<file path="src/rtl/sat_pkg.sv">
// Shared types and sizing for the BCP engine: literal layout, FSM states, defaults.
package sat_pkg;

    localparam int unsigned MAX_VARS_BITS    = 8;
    localparam int unsigned MAX_CLAUSES_BITS = 8;
    localparam int unsigned VB               = MAX_VARS_BITS;
    localparam int unsigned CB               = MAX_CLAUSES_BITS;
    localparam int unsigned LIT_W            = VB + 2;
    localparam int unsigned LITS_DEF         = 3;
    localparam int unsigned QDEPTH_DEF       = 16;

    // vid is the variable number (var is reserved in SystemVerilog)
    typedef struct packed {
        logic          valid;
        logic          neg;
        logic [VB-1:0] vid;
    } lit_t;

    typedef enum logic [2:0] {
        S_IDLE,
        S_LOAD,
        S_EVAL_RD,
        S_EVAL_CHK,
        S_CLASSIFY,
        S_PUSH
    } bcp_state_t;

endpackage

</file>
<file path="src/rtl/bcp_idx_fifo.sv">
// Synchronous show-ahead FIFO for clause indices with flush; pointers wrap, count is one bit wider.
module bcp_idx_fifo #(
    parameter int unsigned DEPTH = 16,
    parameter int unsigned W     = 8
) (
    input  logic         clock,
    input  logic         reset,
    input  logic         flush,
    input  logic         wr_en,
    input  logic [W-1:0] wr_data,
    input  logic         rd_en,
    output logic [W-1:0] rd_data,
    output logic         empty,
    output logic         full
);

    localparam int unsigned AW = $clog2(DEPTH);

    logic [W-1:0]  mem [DEPTH];
    logic [AW-1:0] wr_ptr;
    logic [AW-1:0] rd_ptr;
    logic [AW:0]   count;
    logic          do_wr;
    logic          do_rd;

    assign empty   = (count == '0);
    assign full    = (count == (AW+1)'(DEPTH));
    assign do_wr   = wr_en && !full;
    assign do_rd   = rd_en && !empty;
    assign rd_data = mem[rd_ptr];

    always_ff @(posedge clock or negedge reset) begin
        if (!reset) begin
            wr_ptr <= '0;
            rd_ptr <= '0;
            count  <= '0;
        end else if (flush) begin
            wr_ptr <= '0;
            rd_ptr <= '0;
            count  <= '0;
        end else begin
            if (do_wr) wr_ptr <= wr_ptr + AW'(1);
            if (do_rd) rd_ptr <= rd_ptr + AW'(1);
            case ({do_wr, do_rd})
                2'b10:   count <= count + (AW+1)'(1);
                2'b01:   count <= count - (AW+1)'(1);
                default: count <= count;
            endcase
        end
    end

    always_ff @(posedge clock) begin
        if (do_wr) mem[wr_ptr] <= wr_data;
    end

endmodule

</file>
<file path="src/rtl/bcp_engine.sv">
// BCP responder: queues clause indices, fetches and evaluates each clause against the
// variable state table, pushes unit implications and flags conflicts.
module bcp_engine
    import sat_pkg::*;
#(
    parameter int unsigned LITS   = LITS_DEF,
    parameter int unsigned QDEPTH = QDEPTH_DEF
) (
    input  logic                  clock,
    input  logic                  reset,
    input  logic                  reset_bcp,
    input  logic                  bcp_en,
    input  logic [CB-1:0]         bcp_clause_idx,
    output logic                  bcp_busy,
    output logic                  conflict,
    output logic                  q_overflow,
    output logic                  cdb_read,
    output logic [CB-1:0]         cdb_addr,
    input  logic [LITS*LIT_W-1:0] cdb_lits,
    output logic                  vs_read,
    output logic [VB-1:0]         vs_var,
    input  logic                  vs_val,
    input  logic                  vs_unassign,
    input  logic                  full_imply,
    output logic                  push_imply,
    output logic [VB-1:0]         var_in_imply,
    output logic                  val_in_imply,
    output logic                  type_in_imply
);

    localparam int unsigned KW = (LITS > 1) ? $clog2(LITS) : 1;

    bcp_state_t    state, state_nxt;
    lit_t          lits_q  [LITS];
    lit_t          lits_in [LITS];
    logic [LITS-1:0] valid_src;
    logic [KW-1:0] k_q, k_nxt;
    logic [1:0]    n_un_q, n_un_nxt;
    logic [VB-1:0] unit_var_q, unit_var_nxt;
    logic          unit_val_q, unit_val_nxt;
    logic          load_lits;
    logic          set_conflict;
    logic          deq;
    logic          q_empty;
    logic          q_full;
    logic [CB-1:0] q_head;
    logic          nv_found;
    logic [KW-1:0] nv_idx;
    int unsigned   nv_from;

    // Conflict keeps the queue flushed; flushing on the setting cycle lets busy drop on the next edge
    bcp_idx_fifo #(
        .DEPTH (QDEPTH),
        .W     (CB)
    ) u_idx_fifo (
        .clock   (clock),
        .reset   (reset),
        .flush   (reset_bcp | conflict | set_conflict),
        .wr_en   (bcp_en & ~reset_bcp),
        .wr_data (bcp_clause_idx),
        .rd_en   (deq),
        .rd_data (q_head),
        .empty   (q_empty),
        .full    (q_full)
    );

    assign bcp_busy = reset & (bcp_en | ~q_empty | (state != S_IDLE));

    always_comb begin
        for (int unsigned i = 0; i < LITS; i++) begin
            lits_in[i]   = lit_t'(cdb_lits[i*LIT_W +: LIT_W]);
            valid_src[i] = (state == S_LOAD) ? lits_in[i].valid : lits_q[i].valid;
        end
    end

    // Next valid slot at or after nv_from; invalid slots are skipped without spending a cycle
    always_comb begin
        nv_found = 1'b0;
        nv_idx   = '0;
        nv_from  = (state == S_LOAD) ? 0 : 32'(k_q) + 32'd1;
        for (int unsigned i = 0; i < LITS; i++) begin
            if (!nv_found && i >= nv_from && valid_src[i]) begin
                nv_found = 1'b1;
                nv_idx   = KW'(i);
            end
        end
    end

    always_ff @(posedge clock or negedge reset) begin
        if (!reset) begin
            state      <= S_IDLE;
            k_q        <= '0;
            n_un_q     <= '0;
            unit_var_q <= '0;
            unit_val_q <= 1'b0;
            conflict   <= 1'b0;
            q_overflow <= 1'b0;
            lits_q     <= '{default: '0};
        end else if (reset_bcp) begin
            state      <= S_IDLE;
            conflict   <= 1'b0;
            q_overflow <= 1'b0;
        end else begin
            state      <= state_nxt;
            k_q        <= k_nxt;
            n_un_q     <= n_un_nxt;
            unit_var_q <= unit_var_nxt;
            unit_val_q <= unit_val_nxt;
            if (load_lits)       lits_q     <= lits_in;
            if (set_conflict)    conflict   <= 1'b1;
            if (bcp_en && q_full) q_overflow <= 1'b1;
        end
    end

    always_comb begin
        state_nxt     = state;
        k_nxt         = k_q;
        n_un_nxt      = n_un_q;
        unit_var_nxt  = unit_var_q;
        unit_val_nxt  = unit_val_q;
        load_lits     = 1'b0;
        set_conflict  = 1'b0;
        deq           = 1'b0;
        cdb_read      = 1'b0;
        cdb_addr      = '0;
        vs_read       = 1'b0;
        vs_var        = '0;
        push_imply    = 1'b0;
        var_in_imply  = '0;
        val_in_imply  = 1'b0;
        type_in_imply = 1'b0;
        case (state)
            S_IDLE: begin
                if (!q_empty && !conflict && !reset_bcp) begin
                    deq       = 1'b1;
                    cdb_read  = 1'b1;
                    cdb_addr  = q_head;
                    state_nxt = S_LOAD;
                end
            end
            S_LOAD: begin
                load_lits = 1'b1;
                n_un_nxt  = '0;
                k_nxt     = nv_idx;
                state_nxt = nv_found ? S_EVAL_RD : S_CLASSIFY;
            end
            S_EVAL_RD: begin
                vs_read   = 1'b1;
                vs_var    = lits_q[k_q].vid;
                state_nxt = S_EVAL_CHK;
            end
            S_EVAL_CHK: begin
                if (!vs_unassign && (vs_val ^ lits_q[k_q].neg)) begin
                    state_nxt = S_IDLE;
                end else begin
                    if (vs_unassign) begin
                        if (n_un_q != 2'd2) n_un_nxt = n_un_q + 2'd1;
                        unit_var_nxt = lits_q[k_q].vid;
                        unit_val_nxt = ~lits_q[k_q].neg;
                    end
                    k_nxt     = nv_idx;
                    state_nxt = nv_found ? S_EVAL_RD : S_CLASSIFY;
                end
            end
            S_CLASSIFY: begin
                if (n_un_q == 2'd0) begin
                    set_conflict = 1'b1;
                    state_nxt    = S_IDLE;
                end else if (n_un_q == 2'd1) begin
                    state_nxt = S_PUSH;
                end else begin
                    state_nxt = S_IDLE;
                end
            end
            S_PUSH: begin
                var_in_imply  = unit_var_q;
                val_in_imply  = unit_val_q;
                type_in_imply = 1'b1;
                if (!full_imply && !reset_bcp) begin
                    push_imply = 1'b1;
                    state_nxt  = S_IDLE;
                end
            end
            default: state_nxt = S_IDLE;
        endcase
    end

endmodule

</file>
<file path="config.mk">
export PLATFORM = sky130hd
export DESIGN_NAME = bcp_engine
export DESIGN_NICKNAME = d
export VERILOG_FILES = /design/src/rtl/sat_pkg.sv /design/src/rtl/bcp_idx_fifo.sv /design/src/rtl/bcp_engine.sv
export SDC_FILE = /design/constraint.sdc
export NUM_CORES = 1
export LEC_CHECK = 0
export CAP_MARGIN = 10
export CORE_UTILIZATION = 49
export CTS_BUF_LIST = sky130_fd_sc_hd__clkbuf_16
export DETAILED_ROUTE_END_ITERATION = 10
export MAX_ROUTING_LAYER = met4
export PLACE_DENSITY = 0.7
export SYNTH_ARGS = -nofsm -noshare
export SYNTH_HDL_FRONTEND = slang
export SYNTH_SLANG_ARGS = --single-unit
</file>
<file path="constraint.sdc">
create_clock -name clock -period 3.2 [get_ports clock]
set_input_delay 0.32 -clock clock [delete_from_list [all_inputs] [get_ports clock]]
set_output_delay 0.32 -clock clock [all_outputs]
set_load 0.005 [all_outputs]
</file>
==> results of run 1 <==
-- stage by stage --
stage / utilization (%) / power (mW) / setup slack, ps / cells / hold WS, ps
floorplan: - / 4.62 / 575 / 533 / 24.4
global placement: 56.1 / 5.07 / 387 / 822 / 457
detailed placement: 56.1 / 5.16 / 223 / 822 / 462
CTS: 59.6 / 7.25 / 29.3 / 854 / 102
global route: 59.9 / 7.64 / 71.8 / 858 / 141
finish: 59.9 / 7.26 / 201 / 858 / 69.8
-- critical path, stage by stage, from the launching register on --
cell,delay [ps]
dfrtp_4,500
buf_12,130
mux4_2,480
nor2b_1,140
a211oi_1,370
a211oi_1,130
clkdlybuf4s50_1,500
-- timing repair --
item	4_1_cts	5_1_grt
setup endpoints to repair	0	4
setup buffers	0	4
hold endpoints to repair	0	0
gates resized for setup	0	1
-- worst max path at each step --
stage / startpoint / end / slack (ps) / cells past startpoint
detailed placement: bcp_en / u_idx_fifo.count[4] / 220 / 11
CTS: u_idx_fifo.rd_ptr[0] / cdb_addr[1] / 30 / 5
finish: u_idx_fifo.rd_ptr[0] / cdb_addr[6] / 200 / 6
floorplan: u_idx_fifo.count[1] / u_idx_fifo.count[4] / 570 / 11
global route: u_idx_fifo.count[1] / u_idx_fifo.count[4] / 70 / 11
global placement: bcp_en / u_idx_fifo.count[4] / 390 / 11
-- cell type report --
| type | instances | area share [%] |
|---|---|---|
| inverters | 21 | 0.793 |
| well taps | 220 | 2.77 |
| clock inverters | 15 | 1.67 |
| repair buffers | 101 | 9.87 |
| clock buffers | 17 | 4.28 |
| multi-input cells | 295 | 26.5 |
| flip-flops and latches | 189 | 54.1 |
-- report_power, final --
group	internal, mW	switching [mW]	leakage, nW
Combinational	1.05	0.907	1.35
Clock	1.12	0.984	0.290
Sequential	2.93	0.267	1.93
Total	5.10	2.16	3.58
-- Yosys cell counts, types with 6 or more instances --
cell | instances | share of area (%)
edfxtp_1 | 128 | 46
dfrtp_1 | 61 | 18
nor2_1 | 48 | 2.2
mux2_2 | 31 | 4.2
a21oi_1 | 21 | 1.3
inv_1 | 20 | 0.90
mux2i_1 | 18 | 2.2
mux4_2 | 18 | 4.9
a211oi_1 | 17 | 1.5
nand2_1 | 16 | 0.72
mux4_1 | 14 | 4.4
and2_1 | 13 | 0.98
ha_1 | 13 | 2.0
o21ai_0 | 10 | 0.60
nor2b_1 | 8 | 0.60
clkbuf_8 | 7 | 1.2
nand2b_1 | 7 | 0.53
clkbuf_1 | 6 | 0.27
nor3_1 | 6 | 0.36
-- logic make-up (layout without fill, tap and decap cells) --
| family | count (synthesis) | count (layout) |
|---|---|---|
| DFF | 189 | 189 |
| adders and majority gates | 14 | 14 |
| muxes | 82 | 82 |
| and+or+nand+nor | 125 | 125 |
| buffers and inverters | 49 | 154 |
| AOI/OAI and AO/OA | 65 | 65 |
| xor gates and xnor gates | 9 | 9 |
-- routing by layer --
metal	share of wire [%]	up-vias
met1	43	2355
li1	-	2206
met2	49	125
met5	0	-
met4	1.4	0
met3	5.9	17
-- cells in the final DEF (no fill, tap or decap), types with 16 or more instances in the layout --
cell,netlist,final
edfxtp_1,128,128
clkdlybuf4s50_1,0,75
mux4_2,18,18
dfrtp_1,61,60
clkbuf_16,0,17
a211oi_1,17,17
mux2i_1,18,18
mux2_2,31,31
a21oi_1,21,21
nor2_1,48,48
inv_1,20,20
nand2_1,16,16
buf_4,5,22
-- sequential cells by signal, indices dropped and copies added (netlist names) --
| name | count |
|---|---|
| u_idx_fifo.mem | 128 |
| lits_q | 30 |
| unit_var_q | 8 |
| u_idx_fifo.count | 5 |
| u_idx_fifo.rd_ptr | 4 |
| u_idx_fifo.wr_ptr | 4 |
| state | 3 |
| k_q | 2 |
| n_un_q | 2 |
| conflict | 1 |
| q_overflow | 1 |
| unit_val_q | 1 |
==> qor.csv, run 1 <==
stage;metric;value;unit
outcome;outcome;finished, final reports clean;
cts;numClockSinks;189;
logic_synthesis;synth_compound_area_share;4.97;%
placed_design;placed_cell_area;0.00930;sq mm
cts;cts_tree;done;
logic_synthesis;synthCells;533;
global_routing;grt_pass1_wl;26600;um
worst_setup_path;crit_arrival;2680;ps
logic_synthesis;synth_cell_types;56;
global_routing;grt_busiest_layer;met2;
floorplan;die_width;132;um
drt;drt-pass1-iter-count;4;
cts;path_clk_slew;80;ps
drt;num_vias;4703;
final_layout;fill_cells;1272;
drt;routedWlPerCell;19.2;um
drt;drc_errors;0;
drt;drt_iter0_markers;323;
cts;numCtsBuffers;17;
timing;rsz0062_at_grt;no;
worst_setup_path;regToRegEndpoint;u_idx_fifo.count[4];
timing;clock_skew;11.5;ps
logic_synthesis;ys.flop_type;edfxtp_1;
floorplan;dieArea;0.0175;sq mm
drt;antenna_left;0;
logic_synthesis;synth_top_family_by_area;multiplexers;
cts;clock_latency;440;ps
final_layout;final_cell_area;0.00994;sq mm
logic_synthesis;synth.avg_cell_area;15.6;sq um
logic_synthesis;synth_simple_gate_area_share;7.75;%
final_layout;final_layout_size_suffix_gt1_share;17.7;%
final_layout;multiInputGateArea;0.00264;sq mm
worst_setup_path;r2r-start;u_idx_fifo.count[1];
logic_synthesis;ys_ff_latch;189;
floorplan;io_pins;77;
cts;htreeDepth;4;
placed_design;port_buffers;76;
final_layout;fin_nets;684;
timing;relSlewSlack;38.5;%
worst_setup_path;critPathCaptureType;output pin;
timing;slew_violations;0;
final_layout;insertedDiodeCount;0;
logic_synthesis;synth_fa_ha_area_share;2.19;%
worst_setup_path;cp.required;2880;ps
placed_design;place.gp.congestion;0.778;
global_routing;grt_overflow;0;
floorplan;die_y;132;um
worst_setup_path;crit_fanout;7;
logic_synthesis;netlist_area;0.00833;sq mm
timing;setup_viol;0;
worst_setup_path;reg2reg_depth;11;
floorplan;initial_utilization;50.3;%
cts;root_buffer;clkbuf_16;
drt;routed_wl;16500;um
min_path;hold_path.class;input port to async pin;
worst_setup_path;reg2reg_slack;290;ps
power;power.density;730;mW/mm^2
global_routing;grt_pass1_vias;4967;
timing;fmax;333;MHz
logic_synthesis;synthXorXnorAreaFrac;0.946;%
placed_design;dpl.hpwl;11100;um
worst_setup_path;worst-setup-path-type;register to output pin;
logic_synthesis;synth_edf_count;128;
final_layout;area_growth;19.2;%
floorplan;coreArea;0.0166;sq mm
global_routing;antenna_found_initial;0;
timing;worstMarginPinSlew;923;ps
logic_synthesis;syn_nets;592;
power;p_leak;3.58;nW
timing;finalSetupTns;0;ps
logic_synthesis;muxShareOfSynthArea;15.8;%
drt;vias_per_cell;5.48;
timing;period_needed;3000;ps
job;cap_violations;0;
floorplan;row_count;47;
global_routing;use_met1;26.6;%
timing;period_share;93.7;%
timing;finalHoldViolCount;0;
worst_setup_path;cp-start-kind;register;
global_routing;track_usage;20.9;%
cts;cts_hold_buf;0;
final_layout;seq_area;0.00537;sq mm
global_routing;use_met3;4.14;%
logic_synthesis;synth_seq_area_share;64.4;%
global_routing;met2_usage;33.9;%
logic_synthesis;synth-async-reset-ratio;32.3;%
cts;clock_path_buffers;2;
global_routing;grt_max_degree;62;
logic_synthesis;synth_warnings;0;
power;vdd_drop_max;0.439;mV
No activity file was read; power rests on OpenSTA's default activity.
==> inputs of run 2 (changes only) <==
CTS_BUF_LIST = sky130_fd_sc_hd__clkbuf_4   (was sky130_fd_sc_hd__clkbuf_16)
==> qor.csv, run 2 (synthesis gave the netlist of run 1 again) <==
stage;metric;value;unit;change
power;power.density;670;mW/mm^2;-8.2%
final_layout;mostFrequentLayoutCell;edfxtp_1;;
power;p_comb_share;31.4;%;+4.5 points
worst_setup_path;worst-setup-path-type;register to output pin;;
floorplan;dieArea;0.0175;sq mm;unchanged
final_layout;final_layout_size_suffix_gt1_share;19.7;%;+2.0 points
timing;setup_viol;0;;unchanged
final_layout;largest_reg_flops;128;;unchanged
cts;root_buffer;clkbuf_4;;
job;cap_violations;0;;unchanged
power;intPower;4.46;mW;-12%
final_layout;fin_util;58.8;%;-1.1 points
timing;fmax;328;MHz;-1.7%
timing;clock_skew;18.5;ps;+7.01 ps
power;clockPowerShare;19.8;%;-9.1 points
global_routing;track_usage;20.8;%;-0.11 points
power;p_leak;3.57;nW;-0.26%
timing;rsz0062_at_grt;no;;
drt;drt-pass1-iter-count;5;;+1
final_layout;fin_nets;686;;+0.29%
min_path;hold_path.class;input port to register;;
power;power_switching;2.07;mW;-4.0%
global_routing;antenna_found_initial;1;;+1
drt;drc_errors;0;;unchanged
cts;cts_tree;done;;
worst_setup_path;cp.required;2880;ps;about the same
drt;antenna_left;0;;unchanged
timing;worstMarginPinSlew;827;ps;-95.8 ps
final_layout;layout_common_cells;edfxtp_1, clkdlybuf4s50_1, dfrtp_1, nor2_1, mux2_2;;
floorplan;row_count;47;;unchanged
global_routing;grt_pass1_vias;4976;;+0.18%
timing;slew_violations;0;;unchanged
floorplan;io_pins;77;;unchanged
timing;period_share;95.4;%;+1.7 points
outcome;outcome;finished, final reports clean;;
final_layout;area_growth;17.0;%;
timing;relSlewSlack;44.9;%;+6.4 points
power;seqPwrFrac;48.7;%;+4.6 points
cts;numCtsBuffers;17;;unchanged
global_routing;grt_pass1_wl;26500;um;-0.47%
power;switching_share;31.7;%;+2.0 points
drt;routed_wl;16400;um;-0.39%
final_layout;fill_cells;1278;;+0.47%
cts;path_clk_slew;170;ps;+90 ps
placed_design;dpl.hpwl;11100;um;unchanged
floorplan;initial_utilization;50.3;%;unchanged
cts;htreeDepth;4;;unchanged
floorplan;die_y;132;um;unchanged
worst_setup_path;cp-start-kind;register;;
timing;finalHoldViolCount;0;;unchanged
drt;vias_per_cell;5.51;;+0.54%
placed_design;place.gp.congestion;0.778;;unchanged
floorplan;die_width;132;um;unchanged
drt;num_vias;4745;;+0.89%
floorplan;coreArea;0.0166;sq mm;unchanged
worst_setup_path;crit_arrival;2730;ps;+50 ps
drt;drt_iter0_markers;245;;-24%
final_layout;regMostFlops;u_idx_fifo.mem;;
worst_setup_path;crit_fanout;12;;+5
placed_design;port_buffers;76;;unchanged
global_routing;grt_overflow;0;;unchanged
final_layout;top_regs;u_idx_fifo.mem: 128 flops, lits_q: 30 flops, unit_var_q: 8 flops;;
cts;clock_latency;570;ps;+130 ps
drt;routedWlPerCell;19.1;um;-0.74%
cts;clock_path_buffers;2;;unchanged
cts;numClockSinks;189;;unchanged
power;vdd_drop_max;0.358;mV;-18%
worst_setup_path;critPathCaptureType;output pin;;
timing;period_needed;3050;ps;+53.1 ps
global_routing;grt_max_degree;62;;unchanged
timing;finalSetupTns;0;ps;unchanged
run 2: cell types whose count changed in the layout (fill, tap and decap cells not counted), moves of 5 or more:
cell,before,now
clkbuf_16,17,0
clkbuf_4,0,17
a211oi_1,17,7
a211oi_2,1,11
clkdlybuf4s50_1,75,69
dlymetal6s2s_1,0,5
run 2: layout make-up:
type / count / area, sq um / share of cell area, %
diodes: 1 / 2.50 / 0.0257
clock buffers: 17 / 128 / 1.31
clock inverters: 15 / 166 / 1.71
inverters: 21 / 78.8 / 0.809
multi-input cells: 295 / 2690 / 27.6
flip-flops and latches: 189 / 5380 / 55.1
well taps: 220 / 275 / 2.82
repair buffers: 103 / 1030 / 10.6
run 2: per-stage QoR:
stage / instances / setup WS (ps) / area, sq um / hold WS [ps] / power [mW]
2_1_floorplan: 533 / 575 / 8330 / 24.4 / 4.62
3_3_place_gp: 822 / 387 / 9300 / 457 / 5.07
3_5_place_dp: 822 / 223 / 9300 / 462 / 5.16
4_1_cts: 860 / 9.78 / 9710 / 275 / 6.59
5_1_grt: 861 / 1.40 / 9750 / 264 / 6.93
6_report: 861 / 147 / 9750 / 331 / 6.53
run 2: path summary, 6_finish.rpt:
kind                                      startpoint                    to  slack [ps]  depth (start not counted)
worst min-delay path                     cdb_lits[6]            lits_q[26]         330                          2
min in group asynchronous                      reset            lits_q[27]         490                          3
worst max-delay path            u_idx_fifo.rd_ptr[0]           cdb_addr[5]         150                          6
worst max register to register   u_idx_fifo.count[1]   u_idx_fifo.count[4]         280                         11
worst min register to register         unit_var_q[0]         unit_var_q[0]         490                          2
max in group asynchronous                      reset  u_idx_fifo.rd_ptr[0]        2140                          3
run 2: routing by layer:
metal / GRT usage [%] / part of all wire [%] / vias to the layer above
met4: 5.81 / 1.2 / 0
met1: 26.5 / 44 / 2388
met5: - / 0 / -
met3: 5.48 / 5.5 / 11
met2: 33.2 / 50 / 133
li1: - / - / 2213
run 2: worst max-delay path: stages (launching register included):
cell,delay [ps]
dfrtp_4,460
buf_12,120
bufbuf_16,290
mux4_2,520
mux2i_1,190
a211oi_1,100
clkdlybuf4s50_1,480
run 2: repair_timing:
action	CTS	global route
hold buffers	1	0
gates resized for setup	10	10
cloned	1	0
setup buffers	4	0
pin swaps	0	0
endpoints found under the setup margin	8	15
endpoints found under the hold margin	61	0
run 2: power groups by stage:
stage	sequential (mW)	combinational [mW]	clock [mW]
2_1_floorplan	3.12	1.49	0
3_3_place_gp	3.25	1.82	0
3_5_place_dp	3.27	1.89	0
4_1_cts	3.18	2.06	1.34
5_1_grt	3.24	2.25	1.44
6_report	3.18	2.05	1.30
==> inputs of run 3 (changes only) <==
REMOVE_ABC_BUFFERS = 1   (was not set)
==> qor.csv, run 3 (synthesis gave the netlist of run 1 again) <==
stage;metric;value;unit;change
drt;num_vias;4809;;+1.3%
global_routing;grt_max_degree;62;;unchanged
global_routing;grt_overflow;0;;unchanged
timing;period_share;96.4;%;+1.0 points
timing;fin_hold_ws;343;ps;+12.6 ps
final_layout;fill_cells;1311;;+2.6%
power;p_leak;3.48;nW;-2.6%
worst_setup_path;cp.required;2880;ps;about the same
floorplan;io_pins;77;;unchanged
job;cap_violations;0;;unchanged
min_path;hold_path.class;input port to register;;
cts;clock_path_buffers;2;;unchanged
placed_design;pre_cts_ws;213;ps;-10.4 ps
drt;antenna_left;0;;unchanged
floorplan;dieArea;0.0175;sq mm;unchanged
worst_setup_path;cp-start-kind;register;;
timing;clock_skew;23.3;ps;+4.79 ps
outcome;outcome;finished, final reports clean;;
cts;clock_latency;580;ps;about the same
placed_design;place.gp.congestion;0.761;;-2.2%
timing;worstMarginPinSlew;792;ps;-35.0 ps
drt;routedWlPerCell;19.5;um;+2.0%
worst_setup_path;crit_fanout;13;;+1
placed_design;dpl.hpwl;11400;um;+2.5%
cts;path_clk_slew;150;ps;-20 ps
timing;rsz0062_at_grt;yes;;
final_layout;layout_common_cells;edfxtp_1, clkdlybuf4s50_1, dfrtp_1, nor2_1, mux2_2;;
drt;routed_wl;16800;um;+2.5%
cts;cts_tree;done;;
final_layout;final_layout_size_suffix_gt1_share;20.3;%;+0.62 points
worst_setup_path;reg2reg_slack;220;ps;-60 ps
drt;drt_iter0_markers;248;;+1.2%
drt;drc_errors;0;;unchanged
global_routing;grt_pass1_wl;27300;um;+3.2%
timing;fmax;324;MHz;-1.1%
timing;setup_viol;0;;unchanged
floorplan;die_width;132;um;unchanged
cts;numClockSinks;189;;unchanged
timing;slew_violations;0;;unchanged
final_layout;mostFrequentLayoutCell;edfxtp_1;;
cts;root_buffer;clkbuf_4;;
timing;setup_ws;115;ps;-32.7 ps
timing;period_needed;3090;ps;+32.7 ps
final_layout;regMostFlops;u_idx_fifo.mem;;
floorplan;coreArea;0.0166;sq mm;unchanged
worst_setup_path;crit_arrival;2770;ps;+40 ps
power;power.density;659;mW/mm^2;-1.6%
final_layout;insertedDiodeCount;0;;-1
cts;htreeDepth;4;;unchanged
floorplan;row_count;47;;unchanged
final_layout;top_regs;u_idx_fifo.mem: 128 flops, lits_q: 30 flops, unit_var_q: 8 flops;;
cts;numCtsBuffers;17;;unchanged
placed_design;port_buffers;76;;unchanged
drt;drt-pass1-iter-count;5;;unchanged
timing;finalHoldViolCount;0;;unchanged
drt;vias_per_cell;5.56;;+0.88%
worst_setup_path;critPathCaptureType;output pin;;
final_layout;fin_util;58.4;%;-0.34 points
final_layout;fin_nets;691;;+0.73%
floorplan;die_y;132;um;unchanged
global_routing;antenna_found_initial;0;;-1
worst_setup_path;worst-setup-path-type;register to output pin;;
global_routing;track_usage;21.4;%;+0.60 points
global_routing;grt_pass1_vias;5192;;+4.3%
timing;finalSetupTns;0;ps;unchanged
power;vdd_drop_max;0.322;mV;-10%
final_layout;area_growth;16.3;%;
timing;relSlewSlack;47.2;%;+2.3 points
final_layout;largest_reg_flops;128;;unchanged
floorplan;initial_utilization;50.3;%;unchanged
[run 3: cell count changes in the layout (fill, tap and decap cells not counted), moves of 2 or more]
cell,delta
buf_4,+6
clkdlybuf4s50_1,+5
a211oi_1,+4
a211oi_2,-4
dlymetal6s2s_1,-4
nor4_1,-4
nor4_2,+4
buf_12,-2
buf_6,+2
clkinv_2,+2
clkinvlp_4,+2
inv_6,-2
inv_8,-2
[run 3: worst paths after layout]
check	startpoint	endpoint	cells past startpoint
max	u_idx_fifo.rd_ptr[0]	cdb_addr[7]	5
min	cdb_lits[26]	lits_q[6]	2
max reg2reg	u_idx_fifo.count[1]	u_idx_fifo.count[4]	11
min reg2reg	unit_var_q[0]	unit_var_q[0]	2
max in group asynchronous	reset	u_idx_fifo.rd_ptr[0]	3
min in group asynchronous	reset	u_idx_fifo.count[0]	3
[run 3: where the power goes]
| group | internal [mW] | leakage [nW] | switching [mW] |
|---|---|---|---|
| logic | 1.08 | 1.41 | 0.970 |
| registers | 2.93 | 1.93 | 0.229 |
| clock network | 0.334 | 0.135 | 0.845 |
| total | 4.35 | 3.48 | 2.04 |
[run 3: layout make-up]
| class | instances | area [sq um] | share of cell area (%) |
|---|---|---|---|
| repair buffers | 108 | 1020 | 10.5 |
| flip-flops and latches | 189 | 5380 | 55.5 |
| clock inverters | 14 | 113 | 1.16 |
| inverters | 21 | 78.8 | 0.813 |
| well taps | 220 | 275 | 2.84 |
| clock buffers | 18 | 135 | 1.39 |
| multi-input cells | 295 | 2690 | 27.8 |
[run 3: critical path: stages (launching register included)]
cell	delay (ps)
dfrtp_4	540
buf_6	230
mux4_2	510
a211oi_1	330
a211oi_2	100
clkdlybuf4s50_1	490
[run 3: timing repair]
action	CTS	global route
endpoints found under the hold margin	61	0
resized for setup	2	11
hold buffers	1	0
endpoints found under the setup margin	8	9
buffers inserted	2	1
gates cloned	0	0
[run 3: metal layers]
metal | GRT usage [%] | vias to the layer above | part of all wire (%) | wire, um
met3 | 4.79 | 22 | 4.8 | 806
met1 | 25.4 | 2420 | 42 | 7030
li1 | - | 2221 | - | -
met5 | - | - | 0 | 0
met4 | 7.15 | 0 | 1.5 | 251
met2 | 36.3 | 146 | 52 | 8750
[run 3: metrics by stage]
| stage | power (mW) | cells | area, sq um |
|---|---|---|---|
| 2_1_floorplan | 4.50 | 505 | 8080 |
| 5_1_grt | 6.77 | 865 | 9690 |
| 3_5_place_dp | 5.20 | 829 | 9350 |
| 4_1_cts | 6.41 | 864 | 9640 |
| 6_report | 6.39 | 865 | 9690 |
| 3_3_place_gp | 5.10 | 829 | 9350 |
